### src/rtl/psa_pkg.sv
// Shared types and helpers for the packed saturating add/sub pipeline.
// Operation encoding matches the 2-bit in_op input directly.
package psa_pkg;

    typedef enum logic [1:0] {
        OP_ADD_SAT  = 2'b00,
        OP_SUB_SAT  = 2'b01,
        OP_ADD_WRAP = 2'b10,
        OP_SUB_WRAP = 2'b11
    } psa_op_e;

    // Largest positive value of a w-bit two's-complement lane: 0 followed by ones.
    function automatic logic [31:0] sat_max(input int w);
        return (32'd1 << (w - 1)) - 32'd1;
    endfunction

    // Most negative value of a w-bit two's-complement lane: 1 followed by zeros.
    function automatic logic [31:0] sat_min(input int w);
        return 32'd1 << (w - 1);
    endfunction

    function automatic logic op_is_sub(input psa_op_e op);
        return (op == OP_SUB_SAT) || (op == OP_SUB_WRAP);
    endfunction

    function automatic logic op_is_sat(input psa_op_e op);
        return (op == OP_ADD_SAT) || (op == OP_SUB_SAT);
    endfunction

endpackage

### src/rtl/psa_lane.sv
// One signed lane: add or subtract, signed-overflow detect, optional saturation.
// Purely combinational; the enclosing pipeline registers the result.
module psa_lane
    import psa_pkg::*;
#(
    parameter int W = 4
) (
    input  logic [W-1:0] a,
    input  logic [W-1:0] b,
    input  psa_op_e      op,
    output logic [W-1:0] sum,
    output logic         ovfl
);

    localparam logic [W-1:0] MAX_V = W'(sat_max(W));
    localparam logic [W-1:0] MIN_V = W'(sat_min(W));

    logic         is_sub;
    logic         is_sat;
    logic [W-1:0] b_eff;
    logic [W-1:0] raw;

    always_comb begin
        is_sub = op_is_sub(op);
        is_sat = op_is_sat(op);
        // Subtraction is a + ~b + 1, so overflow is judged on the inverted b.
        b_eff  = is_sub ? ~b : b;
        raw    = a + b_eff + {{(W-1){1'b0}}, is_sub};
        ovfl   = (a[W-1] == b_eff[W-1]) && (raw[W-1] != a[W-1]);

        sum = raw;
        if (is_sat && ovfl) begin
            sum = raw[W-1] ? MAX_V : MIN_V;
        end
    end

endmodule

### src/rtl/psa_pipe.sv
// Two-stage packed saturating adder/subtractor behind valid/ready, with
// sticky per-lane overflow flags and a saturating overflow-event counter.
module psa_pipe
    import psa_pkg::*;
#(
    parameter int LANE_W = 4,
    parameter int LANES  = 4,
    parameter int CNT_W  = 8
) (
    input  logic                      clk,
    input  logic                      rst,
    input  logic                      in_valid,
    output logic                      in_ready,
    input  logic [LANES*LANE_W-1:0]   in_a,
    input  logic [LANES*LANE_W-1:0]   in_b,
    input  logic [1:0]                in_op,
    output logic                      out_valid,
    input  logic                      out_ready,
    output logic [LANES*LANE_W-1:0]   out_sum,
    output logic [LANES-1:0]          out_sat,
    input  logic                      clr_status,
    output logic [LANES-1:0]          sat_sticky,
    output logic [CNT_W-1:0]          sat_count
);

    localparam int DW = LANES * LANE_W;

    // Handshake: a beat moves when valid && ready on that boundary. A stage
    // advances when it is empty or its consumer takes its beat this cycle;
    // in_ready is the only combinational path (from out_ready).

    logic          s1_valid_q, s1_valid_d;
    logic [DW-1:0] s1_a_q, s1_a_d;
    logic [DW-1:0] s1_b_q, s1_b_d;
    psa_op_e       s1_op_q, s1_op_d;

    logic             s2_valid_q, s2_valid_d;
    logic [DW-1:0]    s2_sum_q, s2_sum_d;
    logic [LANES-1:0] s2_sat_q, s2_sat_d;

    logic [LANES-1:0] sticky_q, sticky_d;
    logic [CNT_W-1:0] count_q, count_d;

    logic             s1_adv;
    logic             s2_adv;
    logic             out_hs;
    logic [DW-1:0]    lane_sum;
    logic [LANES-1:0] lane_ovf;

    assign s2_adv   = !s2_valid_q || out_ready;
    assign s1_adv   = !s1_valid_q || s2_adv;
    assign in_ready = s1_adv;
    assign out_hs   = s2_valid_q && out_ready;

    for (genvar i = 0; i < LANES; i++) begin : g_lane
        psa_lane #(
            .W (LANE_W)
        ) u_lane (
            .a    (s1_a_q[i*LANE_W +: LANE_W]),
            .b    (s1_b_q[i*LANE_W +: LANE_W]),
            .op   (s1_op_q),
            .sum  (lane_sum[i*LANE_W +: LANE_W]),
            .ovfl (lane_ovf[i])
        );
    end

    always_comb begin
        s1_valid_d = s1_valid_q;
        s1_a_d     = s1_a_q;
        s1_b_d     = s1_b_q;
        s1_op_d    = s1_op_q;
        if (s1_adv) begin
            s1_valid_d = in_valid;
            if (in_valid) begin
                s1_a_d  = in_a;
                s1_b_d  = in_b;
                s1_op_d = psa_op_e'(in_op);
            end
        end
    end

    always_comb begin
        s2_valid_d = s2_valid_q;
        s2_sum_d   = s2_sum_q;
        s2_sat_d   = s2_sat_q;
        if (s2_adv) begin
            s2_valid_d = s1_valid_q;
            if (s1_valid_q) begin
                s2_sum_d = lane_sum;
                s2_sat_d = lane_ovf;
            end
        end
    end

    // Clear lands before a same-cycle event so that event is still recorded.
    always_comb begin
        sticky_d = sticky_q;
        count_d  = count_q;
        if (clr_status) begin
            sticky_d = '0;
            count_d  = '0;
        end
        if (out_hs) begin
            sticky_d = sticky_d | s2_sat_q;
            if ((|s2_sat_q) && (count_d != {CNT_W{1'b1}})) begin
                count_d = count_d + CNT_W'(1);
            end
        end
    end

    always_ff @(posedge clk or posedge rst) begin
        if (rst) begin
            s1_valid_q <= 1'b0;
            s1_a_q     <= '0;
            s1_b_q     <= '0;
            s1_op_q    <= OP_ADD_SAT;
            s2_valid_q <= 1'b0;
            s2_sum_q   <= '0;
            s2_sat_q   <= '0;
            sticky_q   <= '0;
            count_q    <= '0;
        end else begin
            s1_valid_q <= s1_valid_d;
            s1_a_q     <= s1_a_d;
            s1_b_q     <= s1_b_d;
            s1_op_q    <= s1_op_d;
            s2_valid_q <= s2_valid_d;
            s2_sum_q   <= s2_sum_d;
            s2_sat_q   <= s2_sat_d;
            sticky_q   <= sticky_d;
            count_q    <= count_d;
        end
    end

    assign out_valid  = s2_valid_q;
    assign out_sum    = s2_sum_q;
    assign out_sat    = s2_sat_q;
    assign sat_sticky = sticky_q;
    assign sat_count  = count_q;

endmodule
### config.mk
export PLATFORM = sky130hd
export DESIGN_NAME = psa_pipe
export DESIGN_NICKNAME = d
export VERILOG_FILES = /design/src/rtl/psa_pkg.sv /design/src/rtl/psa_lane.sv /design/src/rtl/psa_pipe.sv
export SDC_FILE = /design/constraint.sdc
export NUM_CORES = 1
export LEC_CHECK = 0
export ABC_AREA = 1
export CORE_ASPECT_RATIO = 1.1
export CORE_MARGIN = 1
export CORE_UTILIZATION = 55
export CTS_CLUSTER_SIZE = 40
export DETAILED_ROUTE_END_ITERATION = 7
export PLACE_DENSITY = 0.84
export SLEW_MARGIN = 5
export SYNTH_ARGS = -nofsm -noshare
export SYNTH_HDL_FRONTEND = slang
export SYNTH_SLANG_ARGS = --single-unit
### constraint.sdc
create_clock -name clk -period 6.7 [get_ports clk]
set_clock_uncertainty 0.05 [all_clocks]
set_input_delay 1.34 -clock clk [delete_from_list [all_inputs] [get_ports clk]]
set_output_delay 1.34 -clock clk [all_outputs]
set_load 0.1 [all_outputs]
==> summary.md <==
| Metric | Value |
|---|---|
| Status | completed |
| Reg power frac | 29.5% |
| DP Worst Slack | 2.180 ns |
| Metal-1 WL | 3089 um |
| Vias/cell | 5.123 |
| Critical path fanouts, max | 3 |
| Post-Route Setup TNS | 0 ns |
| Syn Nets | 438 |
| CTS buffer count | 9 |
| # IOs | 73 |
| Worst Tran Pin Value | 0.9957 ns |
| Peak VDD IR | 0.0002965 V |
| CTS tree | yes |
| Row cnt | 30 |
| Dpl cells | 530 |
| P_sw | 1021 uW |
| Nature of the critical path endpoint | output pin |
| # DRC | 0 |
| Crit path time final | 4.516 ns |
| Yosys reg bits | 68 |
| DR iter-0 viols | 123 |
| Period utilization | 67.40% |
| Hold path endpoint | out_sum[11] |
| CTS-repair resized insts | 0 |
| Setup crit start kind | input pin |
| Root buf cell | clkbuf_8 |
| Post-synth cell types | 32 |
| Vias in the first global route | 2,689 |
| CTS clock-pin slew for the worst setup and hold paths | 0.07 ns |
| Clock latency at the later pin of the worst-skew pair | 0.34 ns |
| Post-route insts no fill | 545 |
| Worst Hold Launch | out_sum[11] |
| Worst EP arrival | 3.13 ns |
| WL met3 | 339 um |
| CTS sink count | 68 |
| Crit-path slowest cell | clkdlybuf4s50_1 |
| Family with the most delay on the worst path | buffers and inverters |
| Final max-slew violation count | 0 |
| Antenna violations before repair | 0 |
| Max Root-Sink Buffers | 2 |
| FF-to-FF setup slack | 4.25 ns |
| Final ANT Viol Nets | 0 |
| # Post-CTS Setup Buffers | 0 |
| Die Ht | 86.22 um |
| First-pass DRT Iterations | 4 |
| Pleak | 0.002148 uW |
| CP Buf/Inv Count | 3 |
| Hold path cells | 2 |
| Synthesized area per cell | 9.186 um^2 |
| RSZ-0062 raised after global routing | false |
| Fillers | 485 |
| H-tree levels | 3 |
| RD Place Congestion | 0.8616 |
| Reg2Reg Depth | 12 |
| Area grow syn2layout | 26.99% |
| Drt wl/cell | 13.00 um |
| Die area | 0.006773 mm^2 |
| MaxCap Viol Count | 0 |
| CP required | 5.31 ns |
| Most used cell, CP | clkdlybuf4s50_1 |
| Achievable frequency | 221.5 MHz |
| Hold Slack | 0.4292 ns |
| Clock power frac | 16.1% |
| Final Worst Setup Slack | 2.184 ns |
| Mapped cell area | 0.003546 mm^2 |
| RR Endpoint | out_sum[3] |
| Register area share after synthesis | 47.99% |
| DR top layer | met4 |
| Combinational share of power | 54.4% |
| Nets@finish | 513 |
| I/O Buffers | 72 |
| Post-Synthesis Cells | 386 |
| Kind of critical path | in2out |
| Largest net degree at the start of global routing | 69 |
| Core Util, Final | 72.71% |
| Ys Warns | 0 |
| Die width | 78.56 um |
| DR vias | 2,792 |
| Grt ovf | 0 |
| Crit-path cells | clkdlybuf4s50_1 -> inv_1 -> nand3_1 -> clkdlybuf4s50_1 |
| Hold-fix buffers, CTS | 0 |
| Global Route Usage Sum | 23.03% |
| Hpwl dp | 5065 um |
| Core Area | 0.006193 mm^2 |
| Met2 WL | 3552 um |
| Layout cell share with drive strength beyond 1 | 9.462% |
| Initial Util | 57.25% |
| PD cells | 445.9 mW/mm^2 |
| Crit-path max cell delay | 1.15 ns |
| Slew margin rel. | 33.41% |
| DRT Wirelength | 7086 um |
| Critical R2R Launch | s1_op_q[0] |
| Setup violations, final | 0 |
| First-pass GRT wire length | 11,900 um |
| Hold WC Path Type | reg2reg |
| Final hold viol count | 0 |
| Antenna diodes | 0 |
| Sw Share | 50.84% |
| Internal power | 987.1 uW |
-- state kept, by name, summed over array words and instances (netlist names) --
| signal | count |
|---|---|
| out_sum | 16 |
| s1_a_q | 16 |
| s1_b_q | 16 |
| sat_count | 8 |
| out_sat | 4 |
| sat_sticky | 4 |
| s1_op_q | 2 |
| out_valid | 1 |
| s1_valid_q | 1 |
-- cells in the mapped netlist (all sizes together) --
master,n,area (um^2)
ha,9,112.6
clkbuf,2,7.510
nand4,12,75.07
xnor2,9,78.83
nand3,15,80.08
a31oi,1,6.260
dfrtp,68,1702
inv,41,156.4
buf,7,47.54
nor2,31,126.4
and2,1,6.260
fa,4,80.08
nand2,100,387.9
nand3b,1,7.510
o21ai,11,62.56
a21oi,26,130.1
mux2,24,270.3
xor2,22,192.7
nor3,1,10.01
or2,1,6.260
-- final cells by class --
cell class	count	area (um^2)	area share, %
Timing Repair Buffer	73	728.2	16.17
Clock buffer	13	148.9	3.306
Tap cell	80	100.1	2.223
Multi-Input combinational cell	268	1633	36.26
Sequential cell	68	1702	37.79
Inverter	41	156.4	3.473
Clock inverter	2	35.03	0.7780
-- worst max-delay path by stage --
| stage | start | to | slack, ns | cells after the start |
|---|---|---|---|---|
| final | out_ready | in_ready | 2.18 | 4 |
| after global routing | out_ready | in_ready | 2.10 | 4 |
| after CTS | out_ready | in_ready | 2.18 | 4 |
| after detailed placement | out_ready | in_ready | 2.18 | 4 |
| after global placement | out_ready | in_ready | 2.19 | 4 |
| after floorplan | out_ready | in_ready | 3.15 | 2 |
-- routing by layer --
layer  up-vias  global-route usage (%)
li1       1391                       -
met1      1315                   28.97
met2        77                   38.10
met3         9                   6.421
met4         0                   8.249
met5         -                       0
-- power by group through the flow --
stage	logic (uW)	registers [uW]	clock network [uW]
finish	1090	592	324
CTS	1090	592	331
global placement	1060	596	0
floorplan	351	1080	0
detailed placement	1090	597	0
global route	1160	606	350
-- cells by family after synthesis --
kind of cell / after synthesis / synth area share (%)
AND/OR/NAND/NOR: 162 / 19.73
XOR/XNOR: 31 / 7.657
flip-flops: 68 / 47.99
buffers and inverters: 50 / 5.963
AO/OA/AOI/OAI: 38 / 5.610
adder cells (fa/ha/maj): 13 / 5.434
multiplexers: 24 / 7.622
-- stage by stage --
stage	power, uW	instance area, um^2
6_report	2008	4503
5_1_grt	2114	4503
4_1_cts	2018	4503
3_5_place_dp	1686	4319
3_3_place_gp	1660	4319
2_1_floorplan	1434	3546
-- worst register-to-register path, stage by stage, from the launching register on --
cell and delay (ns):
dfrtp_1 0.87, xor2_1 0.31, ha_1 0.29, nand2_1 0.06
inv_1 0.04, nand2_1 0.09, nand2_1 0.12, nand2_1 0.11
nand4_1 0.16, nand2_1 0.10, nand2_1 0.05, nand2_1 0.05
nand2_1 0.05
-- placed cells by master, fill, tap and decap left out --
| cell | instances |
|---|---|
| nor2_2 | 1 |
| a21oi_1 | 26 |
| nand2_2 | 5 |
| nand3_1 | 14 |
| nand2_1 | 95 |
| inv_1 | 33 |
| nand3_2 | 1 |
| inv_2 | 7 |
| clkdlybuf4s50_1 | 72 |
| clkbuf_8 | 10 |
| xnor2_1 | 9 |
| or2_0 | 1 |
| nand3b_1 | 1 |
| nor2_1 | 29 |
| mux2_1 | 12 |
| and2_1 | 1 |
| mux2_2 | 12 |
| xor2_1 | 22 |
| inv_4 | 1 |
| nand4_1 | 12 |
| o21ai_2 | 2 |
| bufinv_16 | 1 |
| clkinv_2 | 1 |
| nor2_4 | 1 |
| fa_1 | 4 |
| clkbuf_1 | 3 |
| buf_4 | 1 |
| ha_1 | 9 |
| a31oi_1 | 1 |
| o21ai_1 | 5 |
| nor3_2 | 1 |
| dfrtp_1 | 68 |
| o21ai_0 | 4 |
Power figures use the tool's default switching activity.
